`config.mk`:
```
export PLATFORM = sky130hd
export DESIGN_NAME = alu_cmd_issuer_flat
export DESIGN_NICKNAME = d
export VERILOG_FILES = /design/src/rtl/alu_cmd_issuer_if.sv /design/src/rtl/alu_cmd_issuer.sv /design/src/flat_wrapper.sv
export SDC_FILE = /design/constraint.sdc
export NUM_CORES = 1
export LEC_CHECK = 0
export ABC_AREA = 1
export CAP_MARGIN = 20
export CORE_AREA = 10 10 113 115
export CTS_CLUSTER_SIZE = 28
export DETAILED_ROUTE_END_ITERATION = 12
export DIE_AREA = 0 0 123 125
export GPL_TIMING_DRIVEN = 1
export PLACE_DENSITY = 0.88
export SYNTH_ARGS = -nofsm -noshare
export SYNTH_HDL_FRONTEND = slang
export SYNTH_SLANG_ARGS = --single-unit
```
`constraint.sdc`:
```
create_clock -name clk -period 4.4 [get_ports clk]
set_input_delay 0.88 -clock clk [delete_from_list [all_inputs] [get_ports clk]]
set_output_delay 0.88 -clock clk [all_outputs]
set_load 0.02 [all_outputs]
```
`src/rtl/alu_cmd_issuer_if.sv`:
```
// alu_cmd_issuer_if
//   Bundles the three buses around the ALU command issuer:
//     req_*  : host request channel (valid/ready, operands, command, tag)
//     rsp_*  : host response channel (valid/ready, result, flags, tag)
//     drive  : opa_1/opb_1/cmd/mode/cin/ce/inp_valid towards the ALU
//     result : res/cout/oflow/g/e/l/err returned by the ALU
//   slave  : the issuer's view.
//   master : the surrounding host + ALU view.
interface alu_cmd_issuer_if #(
    parameter int WIDTH_O   = 8,
    parameter int WIDTH_C   = 4,
    parameter int WIDTH_RES = 2*WIDTH_O,
    parameter int TAG_W     = 4
);
    logic                 req_valid;
    logic                 req_ready;
    logic [WIDTH_O-1:0]   req_opa;
    logic [WIDTH_O-1:0]   req_opb;
    logic [WIDTH_C-1:0]   req_cmd;
    logic                 req_mode;
    logic                 req_cin;
    logic [1:0]           req_inp_valid;
    logic [TAG_W-1:0]     req_tag;

    logic                 rsp_valid;
    logic                 rsp_ready;
    logic [WIDTH_RES-1:0] rsp_res;
    logic                 rsp_cout, rsp_oflow, rsp_g, rsp_e, rsp_l, rsp_err;
    logic [TAG_W-1:0]     rsp_tag;

    logic [WIDTH_O-1:0]   opa_1;
    logic [WIDTH_O-1:0]   opb_1;
    logic [WIDTH_C-1:0]   cmd;
    logic                 mode, cin, ce;
    logic [1:0]           inp_valid;

    logic [WIDTH_RES-1:0] res;
    logic                 cout, oflow, g, e, l, err;

    modport slave (
        input  req_valid, req_opa, req_opb, req_cmd, req_mode, req_cin, req_inp_valid, req_tag,
        output req_ready,
        output rsp_valid, rsp_res, rsp_cout, rsp_oflow, rsp_g, rsp_e, rsp_l, rsp_err, rsp_tag,
        input  rsp_ready,
        output opa_1, opb_1, cmd, mode, cin, ce, inp_valid,
        input  res, cout, oflow, g, e, l, err
    );

    modport master (
        output req_valid, req_opa, req_opb, req_cmd, req_mode, req_cin, req_inp_valid, req_tag,
        input  req_ready,
        input  rsp_valid, rsp_res, rsp_cout, rsp_oflow, rsp_g, rsp_e, rsp_l, rsp_err, rsp_tag,
        output rsp_ready,
        input  opa_1, opb_1, cmd, mode, cin, ce, inp_valid,
        output res, cout, oflow, g, e, l, err
    );
endinterface

```
`src/rtl/alu_cmd_issuer.sv`:
```
// alu_cmd_issuer
//   Accepts ALU requests into a 2-entry FIFO, issues them one at a time to a
//   multi-cycle ALU through registered drive outputs, waits a command-dependent
//   latency, captures the ALU result and presents it on the response channel.
//   Ports:
//     clk, rst_n : clock, asynchronous active-low reset
//     bus        : alu_cmd_issuer_if.slave (request, response, ALU drive, ALU result)
//
//   state   | meaning
//   IDLE    | no operation in flight; pops FIFO head when available
//   DRIVE   | operands held on the ALU inputs, latency counter running
//   CAPTURE | one settling cycle; ALU result registered at its end
//   RESP    | response held until the host takes it
module alu_cmd_issuer #(
    parameter int WIDTH_O   = 8,
    parameter int WIDTH_C   = 4,
    parameter int WIDTH_RES = 2*WIDTH_O,
    parameter int TAG_W     = 4
) (
    input logic clk,
    input logic rst_n,
    alu_cmd_issuer_if.slave bus
);
    localparam int ENTRY_W = 2*WIDTH_O + WIDTH_C + 4 + TAG_W;
    localparam logic [WIDTH_C-1:0] CMD_INC_MUL = WIDTH_C'(4'b1001);
    localparam logic [WIDTH_C-1:0] CMD_SHL_MUL = WIDTH_C'(4'b1010);

    typedef enum logic [1:0] {IDLE, DRIVE, CAPTURE, RESP} state_t;

    state_t state_q, state_d;
    logic [1:0] lat_q, lat_d, lat_load;

    logic [ENTRY_W-1:0] mem_q [2];
    logic [ENTRY_W-1:0] mem_d [2];
    logic [ENTRY_W-1:0] head;
    logic               wr_ptr_q, wr_ptr_d, rd_ptr_q, rd_ptr_d;
    logic [1:0]         count_q, count_d;
    logic               ready_en_q;
    logic               push, pop, fifo_empty;

    logic [WIDTH_O-1:0] h_opa, h_opb;
    logic [WIDTH_C-1:0] h_cmd;
    logic               h_mode, h_cin;
    logic [1:0]         h_iv;
    logic [TAG_W-1:0]   h_tag;

    logic [WIDTH_O-1:0]   opa_q, opa_d, opb_q, opb_d;
    logic [WIDTH_C-1:0]   cmd_q, cmd_d;
    logic                 mode_q, mode_d, cin_q, cin_d, ce_q, ce_d;
    logic [1:0]           inp_valid_q, inp_valid_d;
    logic [TAG_W-1:0]     tag_q, tag_d;
    logic                 rsp_valid_q, rsp_valid_d;
    logic [WIDTH_RES-1:0] rsp_res_q, rsp_res_d;
    logic [5:0]           rsp_flg_q, rsp_flg_d;
    logic [TAG_W-1:0]     rsp_tag_q, rsp_tag_d;

    // ready_en_q keeps the request port closed while reset is held and opens
    // it on the first edge afterwards.
    assign bus.req_ready = ready_en_q && (count_q != 2'd2);
    assign push          = bus.req_valid && bus.req_ready;
    assign fifo_empty    = (count_q == 2'd0);
    assign pop           = (state_q == IDLE) && !fifo_empty;
    assign head          = mem_q[rd_ptr_q];
    assign {h_opa, h_opb, h_cmd, h_mode, h_cin, h_iv, h_tag} = head;
    assign lat_load = (h_mode && (h_cmd == CMD_INC_MUL || h_cmd == CMD_SHL_MUL)) ? 2'd3 : 2'd2;

    always_comb begin
        mem_d    = mem_q;
        wr_ptr_d = wr_ptr_q;
        rd_ptr_d = rd_ptr_q;
        count_d  = count_q;
        if (push) begin
            mem_d[wr_ptr_q] = {bus.req_opa, bus.req_opb, bus.req_cmd, bus.req_mode,
                               bus.req_cin, bus.req_inp_valid, bus.req_tag};
            wr_ptr_d = ~wr_ptr_q;
        end
        if (pop) rd_ptr_d = ~rd_ptr_q;
        case ({push, pop})
            2'b10:   count_d = count_q + 2'd1;
            2'b01:   count_d = count_q - 2'd1;
            default: count_d = count_q;
        endcase
    end

    always_ff @(posedge clk or negedge rst_n) begin
        if (!rst_n) begin
            state_q     <= IDLE;
            lat_q       <= 2'd0;
            mem_q[0]    <= '0;
            mem_q[1]    <= '0;
            wr_ptr_q    <= 1'b0;
            rd_ptr_q    <= 1'b0;
            count_q     <= 2'd0;
            ready_en_q  <= 1'b0;
            opa_q       <= '0;
            opb_q       <= '0;
            cmd_q       <= '0;
            mode_q      <= 1'b0;
            cin_q       <= 1'b0;
            ce_q        <= 1'b0;
            inp_valid_q <= 2'b00;
            tag_q       <= '0;
            rsp_valid_q <= 1'b0;
            rsp_res_q   <= '0;
            rsp_flg_q   <= '0;
            rsp_tag_q   <= '0;
        end else begin
            state_q     <= state_d;
            lat_q       <= lat_d;
            mem_q       <= mem_d;
            wr_ptr_q    <= wr_ptr_d;
            rd_ptr_q    <= rd_ptr_d;
            count_q     <= count_d;
            ready_en_q  <= 1'b1;
            opa_q       <= opa_d;
            opb_q       <= opb_d;
            cmd_q       <= cmd_d;
            mode_q      <= mode_d;
            cin_q       <= cin_d;
            ce_q        <= ce_d;
            inp_valid_q <= inp_valid_d;
            tag_q       <= tag_d;
            rsp_valid_q <= rsp_valid_d;
            rsp_res_q   <= rsp_res_d;
            rsp_flg_q   <= rsp_flg_d;
            rsp_tag_q   <= rsp_tag_d;
        end
    end

    // DRIVE lasts lat_q cycles: the counter is loaded with the latency and the
    // terminal count of 1 marks the last DRIVE cycle.
    always_comb begin
        state_d = state_q;
        lat_d   = lat_q;
        case (state_q)
            IDLE: begin
                if (!fifo_empty) begin
                    state_d = DRIVE;
                    lat_d   = lat_load;
                end
            end
            DRIVE: begin
                if (lat_q == 2'd1) state_d = CAPTURE;
                else               lat_d   = lat_q - 2'd1;
            end
            CAPTURE: state_d = RESP;
            RESP:    if (bus.rsp_ready) state_d = IDLE;
            default: state_d = IDLE;
        endcase
    end

    always_comb begin
        opa_d       = opa_q;
        opb_d       = opb_q;
        cmd_d       = cmd_q;
        mode_d      = mode_q;
        cin_d       = cin_q;
        ce_d        = ce_q;
        inp_valid_d = inp_valid_q;
        tag_d       = tag_q;
        rsp_valid_d = rsp_valid_q;
        rsp_res_d   = rsp_res_q;
        rsp_flg_d   = rsp_flg_q;
        rsp_tag_d   = rsp_tag_q;
        if (pop) begin
            opa_d       = h_opa;
            opb_d       = h_opb;
            cmd_d       = h_cmd;
            mode_d      = h_mode;
            cin_d       = h_cin;
            inp_valid_d = h_iv;
            tag_d       = h_tag;
            ce_d        = 1'b1;
        end
        if (state_q == CAPTURE) begin
            ce_d        = 1'b0;
            inp_valid_d = 2'b00;
            rsp_valid_d = 1'b1;
            rsp_res_d   = bus.res;
            rsp_flg_d   = {bus.err, bus.l, bus.e, bus.g, bus.oflow, bus.cout};
            rsp_tag_d   = tag_q;
        end
        if (state_q == RESP && bus.rsp_ready) rsp_valid_d = 1'b0;
    end

    assign bus.opa_1     = opa_q;
    assign bus.opb_1     = opb_q;
    assign bus.cmd       = cmd_q;
    assign bus.mode      = mode_q;
    assign bus.cin       = cin_q;
    assign bus.ce        = ce_q;
    assign bus.inp_valid = inp_valid_q;
    assign bus.rsp_valid = rsp_valid_q;
    assign bus.rsp_res   = rsp_res_q;
    assign {bus.rsp_err, bus.rsp_l, bus.rsp_e, bus.rsp_g, bus.rsp_oflow, bus.rsp_cout} = rsp_flg_q;
    assign bus.rsp_tag   = rsp_tag_q;
endmodule
```
`src/flat_wrapper.sv`:
```
// flat-port wrapper written by rule: the top's interface ports become plain ports
module alu_cmd_issuer_flat 
#(
    parameter int WIDTH_O   = 8,
    parameter int WIDTH_C   = 4,
    parameter int WIDTH_RES = 2*WIDTH_O,
    parameter int TAG_W     = 4
)
  (clk, rst_n, bus_req_valid, bus_req_opa, bus_req_opb, bus_req_cmd, bus_req_mode, bus_req_cin, bus_req_inp_valid, bus_req_tag, bus_req_ready, bus_rsp_valid, bus_rsp_res, bus_rsp_cout, bus_rsp_oflow, bus_rsp_g, bus_rsp_e, bus_rsp_l, bus_rsp_err, bus_rsp_tag, bus_rsp_ready, bus_opa_1, bus_opb_1, bus_cmd, bus_mode, bus_cin, bus_ce, bus_inp_valid, bus_res, bus_cout, bus_oflow, bus_g, bus_e, bus_l, bus_err);
  alu_cmd_issuer_if #(.WIDTH_O(WIDTH_O), .WIDTH_C(WIDTH_C), .WIDTH_RES(WIDTH_RES), .TAG_W(TAG_W)) bus_i ();
  input logic clk;
  input logic rst_n;
  input wire logic [$bits(bus_i.req_valid)-1:0] bus_req_valid;
  input wire logic [$bits(bus_i.req_opa)-1:0] bus_req_opa;
  input wire logic [$bits(bus_i.req_opb)-1:0] bus_req_opb;
  input wire logic [$bits(bus_i.req_cmd)-1:0] bus_req_cmd;
  input wire logic [$bits(bus_i.req_mode)-1:0] bus_req_mode;
  input wire logic [$bits(bus_i.req_cin)-1:0] bus_req_cin;
  input wire logic [$bits(bus_i.req_inp_valid)-1:0] bus_req_inp_valid;
  input wire logic [$bits(bus_i.req_tag)-1:0] bus_req_tag;
  output wire logic [$bits(bus_i.req_ready)-1:0] bus_req_ready;
  output wire logic [$bits(bus_i.rsp_valid)-1:0] bus_rsp_valid;
  output wire logic [$bits(bus_i.rsp_res)-1:0] bus_rsp_res;
  output wire logic [$bits(bus_i.rsp_cout)-1:0] bus_rsp_cout;
  output wire logic [$bits(bus_i.rsp_oflow)-1:0] bus_rsp_oflow;
  output wire logic [$bits(bus_i.rsp_g)-1:0] bus_rsp_g;
  output wire logic [$bits(bus_i.rsp_e)-1:0] bus_rsp_e;
  output wire logic [$bits(bus_i.rsp_l)-1:0] bus_rsp_l;
  output wire logic [$bits(bus_i.rsp_err)-1:0] bus_rsp_err;
  output wire logic [$bits(bus_i.rsp_tag)-1:0] bus_rsp_tag;
  input wire logic [$bits(bus_i.rsp_ready)-1:0] bus_rsp_ready;
  output wire logic [$bits(bus_i.opa_1)-1:0] bus_opa_1;
  output wire logic [$bits(bus_i.opb_1)-1:0] bus_opb_1;
  output wire logic [$bits(bus_i.cmd)-1:0] bus_cmd;
  output wire logic [$bits(bus_i.mode)-1:0] bus_mode;
  output wire logic [$bits(bus_i.cin)-1:0] bus_cin;
  output wire logic [$bits(bus_i.ce)-1:0] bus_ce;
  output wire logic [$bits(bus_i.inp_valid)-1:0] bus_inp_valid;
  input wire logic [$bits(bus_i.res)-1:0] bus_res;
  input wire logic [$bits(bus_i.cout)-1:0] bus_cout;
  input wire logic [$bits(bus_i.oflow)-1:0] bus_oflow;
  input wire logic [$bits(bus_i.g)-1:0] bus_g;
  input wire logic [$bits(bus_i.e)-1:0] bus_e;
  input wire logic [$bits(bus_i.l)-1:0] bus_l;
  input wire logic [$bits(bus_i.err)-1:0] bus_err;
  assign bus_i.req_valid = bus_req_valid;
  assign bus_i.req_opa = bus_req_opa;
  assign bus_i.req_opb = bus_req_opb;
  assign bus_i.req_cmd = bus_req_cmd;
  assign bus_i.req_mode = bus_req_mode;
  assign bus_i.req_cin = bus_req_cin;
  assign bus_i.req_inp_valid = bus_req_inp_valid;
  assign bus_i.req_tag = bus_req_tag;
  assign bus_req_ready = bus_i.req_ready;
  assign bus_rsp_valid = bus_i.rsp_valid;
  assign bus_rsp_res = bus_i.rsp_res;
  assign bus_rsp_cout = bus_i.rsp_cout;
  assign bus_rsp_oflow = bus_i.rsp_oflow;
  assign bus_rsp_g = bus_i.rsp_g;
  assign bus_rsp_e = bus_i.rsp_e;
  assign bus_rsp_l = bus_i.rsp_l;
  assign bus_rsp_err = bus_i.rsp_err;
  assign bus_rsp_tag = bus_i.rsp_tag;
  assign bus_i.rsp_ready = bus_rsp_ready;
  assign bus_opa_1 = bus_i.opa_1;
  assign bus_opb_1 = bus_i.opb_1;
  assign bus_cmd = bus_i.cmd;
  assign bus_mode = bus_i.mode;
  assign bus_cin = bus_i.cin;
  assign bus_ce = bus_i.ce;
  assign bus_inp_valid = bus_i.inp_valid;
  assign bus_i.res = bus_res;
  assign bus_i.cout = bus_cout;
  assign bus_i.oflow = bus_oflow;
  assign bus_i.g = bus_g;
  assign bus_i.e = bus_e;
  assign bus_i.l = bus_l;
  assign bus_i.err = bus_err;
  alu_cmd_issuer #(.WIDTH_O(WIDTH_O), .WIDTH_C(WIDTH_C), .WIDTH_RES(WIDTH_RES), .TAG_W(TAG_W)) u_core (.clk(clk), .rst_n(rst_n), .bus(bus_i));
endmodule
```
==> flow_metrics.tcl <==
set metrics [dict create \
    outcome "finished, final reports clean" \
    vias_per_cell 5.098 \
    drtIter0Drc 318 \
    synth_top_cell_area_share_pct 59.05 \
    clkSinkCount 121 \
    synth.distinct_cells 27 \
    placedCellCount 776 \
    timing.rr.start "u_core.state_q[0]" \
    path_clk_slew_ps 50 \
    track_usage_pct 16.53 \
    synth_common_cells "210 x nand2_1, 121 x dfrtp_1, 43 x inv_1" \
    yosys_warnings 0 \
    crit_arrival_ps 1860 \
    netlist_instances 552 \
    dp_hpwl_um 8496 \
    post_cts_resized 0 \
    fp.coreArea_um2 10600 \
    setup_viol 0 \
    postPlaceCellArea_um2 6230 \
    drc 0 \
    synth_edf_count 0 \
    drt-total-wl_um 12580 \
    total_power_mw 5.640 \
    antenna_found_initial 0 \
    yosysSeqAreaShare_pct 59.05 \
    stdcell_area_um2 6834 \
    hold_buffers 0 \
    yosysTopAreaCell "dfrtp_1" \
    maxCapViolations 0 \
    min_period_ps 2742 \
    gr-total-overflow 0 \
    root_buffer "clkbuf_8" \
    relSlewSlack_pct 35.49 \
    gp_congestion 0.8119 \
    cts_buffer_depth 2 \
    fmax_mhz 364.7 \
    cp_cell_sequence "inv_2 > a21boi_4 > clkdlybuf4s50_1" \
    start_util_pct 48.36 \
    h-tree-depth 4 \
    die_area_um2 15380 \
    area_delta_synth_final_pct 33.28 \
    synth.area.top_cells "dfrtp_1 59%, nand2_1 15%, o21ai_2 5.1%" \
    r2r_end "u_core.bus.inp_valid[1]" \
    cts_setup_buffers 0 \
    syn-num-nets 613 \
    async_flop_share_pct 100.0 \
    cts_buffers 17 \
    die_w_um 123 \
    start_kind "flop" \
    antenna_cells 0 \
    row_count 38 \
    nets 716 \
    slew_viol_final 0 \
    first_pass_iters 7 \
    wl_per_cell_um 15.57 \
    endpoint_kind "primary output" \
    grt_max_degree 53 \
    worst_slew_pin_slew_ps 967.6 \
    grt_setup_unrepaired "false" \
    required_ps 3520 \
    grt_first_pass_wirelength_um 20530 \
    dieHeight_um 125 \
    finalNonFillerCells 808 \
    cpMaxStageDelayCell "clkdlybuf4s50_1" \
    finalCritPeriodShare_pct 62.31 \
    cts_tree "yes" \
    portBuffers 106 \
    vdd_ir_drop_max_mv 0.3364 \
    layout-drive-gt1-share_pct 11.08 \
    cellLeakagePower_nw 3.288 \
    hold_path_class "primary input to asynchronous set/reset pin" \
    reg2reg_depth 5 \
    synthMostInstantiatedCell "nand2_1" \
    grt_pass1_vias 4214 \
    via_count 4119 \
    io-pin-count 107 \
    avgSynthCellArea_um2 9.289 \
    synth_ff_type "dfrtp_1" \
    syn_area_um2 5127 \
    ys_ff_latch 121 \
    slowest_delay_ps 640 \
    ant_nets 0 \
    fin_worst_skew_ps 9.307 \
    path_max_fanout 4 \
    power.density_nw_per_um2 825.4 \
    r2r_slack_ps 1870 \
    crit_type "flop to primary output" \
    tns_ps 0 \
    final_hold_viol_count 0 \
    clock_latency_ps 510 \
]
==> where the power goes <==
| part | internal (mW) | leakage (nW) | switching (mW) | total (mW) |
|---|---|---|---|---|
| registers | 1.66 | 1.48 | 0.319 | 1.98 |
| clock network | 0.905 | 0.290 | 0.476 | 1.38 |
| logic | 0.929 | 1.52 | 1.35 | 2.28 |
==> cell type report <==
type                            count  area [µm²]
Clock buffer                       21       459.2
Sequential cell                   121        3028
Clock inverter                     11       145.1
Fill cell                         806        3769
Multi-Input combinational cell    358        1742
Tap cell                          140       175.2
Timing Repair Buffer              112        1116
Inverter                           45       168.9
==> layout by cell type, fill, tap and decap left out, types with 6 or more instances in the layout <==
master / count
dfrtp_1: 121
o21ai_2: 30
a31oi_1: 24
buf_4: 6
inv_1: 43
o21ai_1: 12
nor2_1: 33
clkbuf_16: 16
nand2_1: 210
clkdlybuf4s50_1: 105
ha_1: 7
o21ai_0: 23
==> flip-flops by register name, summed over array words and instances, names as in the netlist <==
signal	cells
u_core.rsp_flg_q	6
u_core.wr_ptr_q	1
u_core.count_q	2
u_core.state_q	2
u_core.bus.cin	1
u_core.bus.opa_1	8
u_core.bus.rsp_valid	1
u_core.bus.ce	1
u_core.ready_en_q	1
u_core.rd_ptr_q	1
u_core.lat_q	2
u_core.mem_q	56
u_core.bus.mode	1
u_core.bus.cmd	4
u_core.tag_q	4
u_core.bus.inp_valid	2
u_core.bus.rsp_res	16
u_core.bus.rsp_tag	4
u_core.bus.opb_1	8
==> layer usage <==
layer	vias up	wire, µm	GRT usage, %
met2	167	6545	28.62
met1	1984	4945	18.92
met3	13	970	4.815
met5	-	0	0
met4	0	117	5.757
li1	1955	-	-
==> per-stage QoR <==
stage,util (%),hold WS [ps],worst slack [ps]
after floorplan,-,449.8,2592
after global placement,58.57,452.0,1525
after detailed placement,58.76,458.9,1527
after CTS,64.46,298.0,1630
after global routing,64.46,312.4,1571
final,64.46,294.7,1658
==> critical path, delay by kind of cell (launching register included) <==
kind	cells	cell delay (ps)
flip-flops	1	410
AO/OA/AOI/OAI	1	210
buffers and inverters	2	730
==> kinds of logic (layout without fill, tap and decap cells) <==
logic type / count (synthesis) / in the layout / synth area share [%]
buffers and inverters: 73 / 189 / 6.979
other: 1 / 1 / 0.07314
multiplexers: 2 / 2 / 0.3904
AO/OA/AOI/OAI: 96 / 96 / 12.69
adder cells (fa/ha/maj): 7 / 7 / 1.708
XOR/XNOR: 3 / 3 / 0.5125
AND/OR/NAND/NOR: 249 / 249 / 18.59
flip-flops: 121 / 121 / 59.05
==> how the worst max path moves through the flow <==
stage	endpoint	startpoint	cells after the start	slack (ps)
2_1_floorplan	u_core.count_q[1]	u_core.state_q[0]	9	2590
3_3_place_gp	u_core.mem_q[55]	bus_req_valid	3	1520
3_5_place_dp	u_core.mem_q[25]	bus_req_valid	5	1530
4_1_cts	bus_req_ready	u_core.count_q[0]	3	1630
5_1_grt	bus_req_ready	u_core.count_q[0]	3	1570
6_report	bus_req_ready	u_core.count_q[0]	3	1660
No activity file was read; power rests on OpenSTA's default activity.
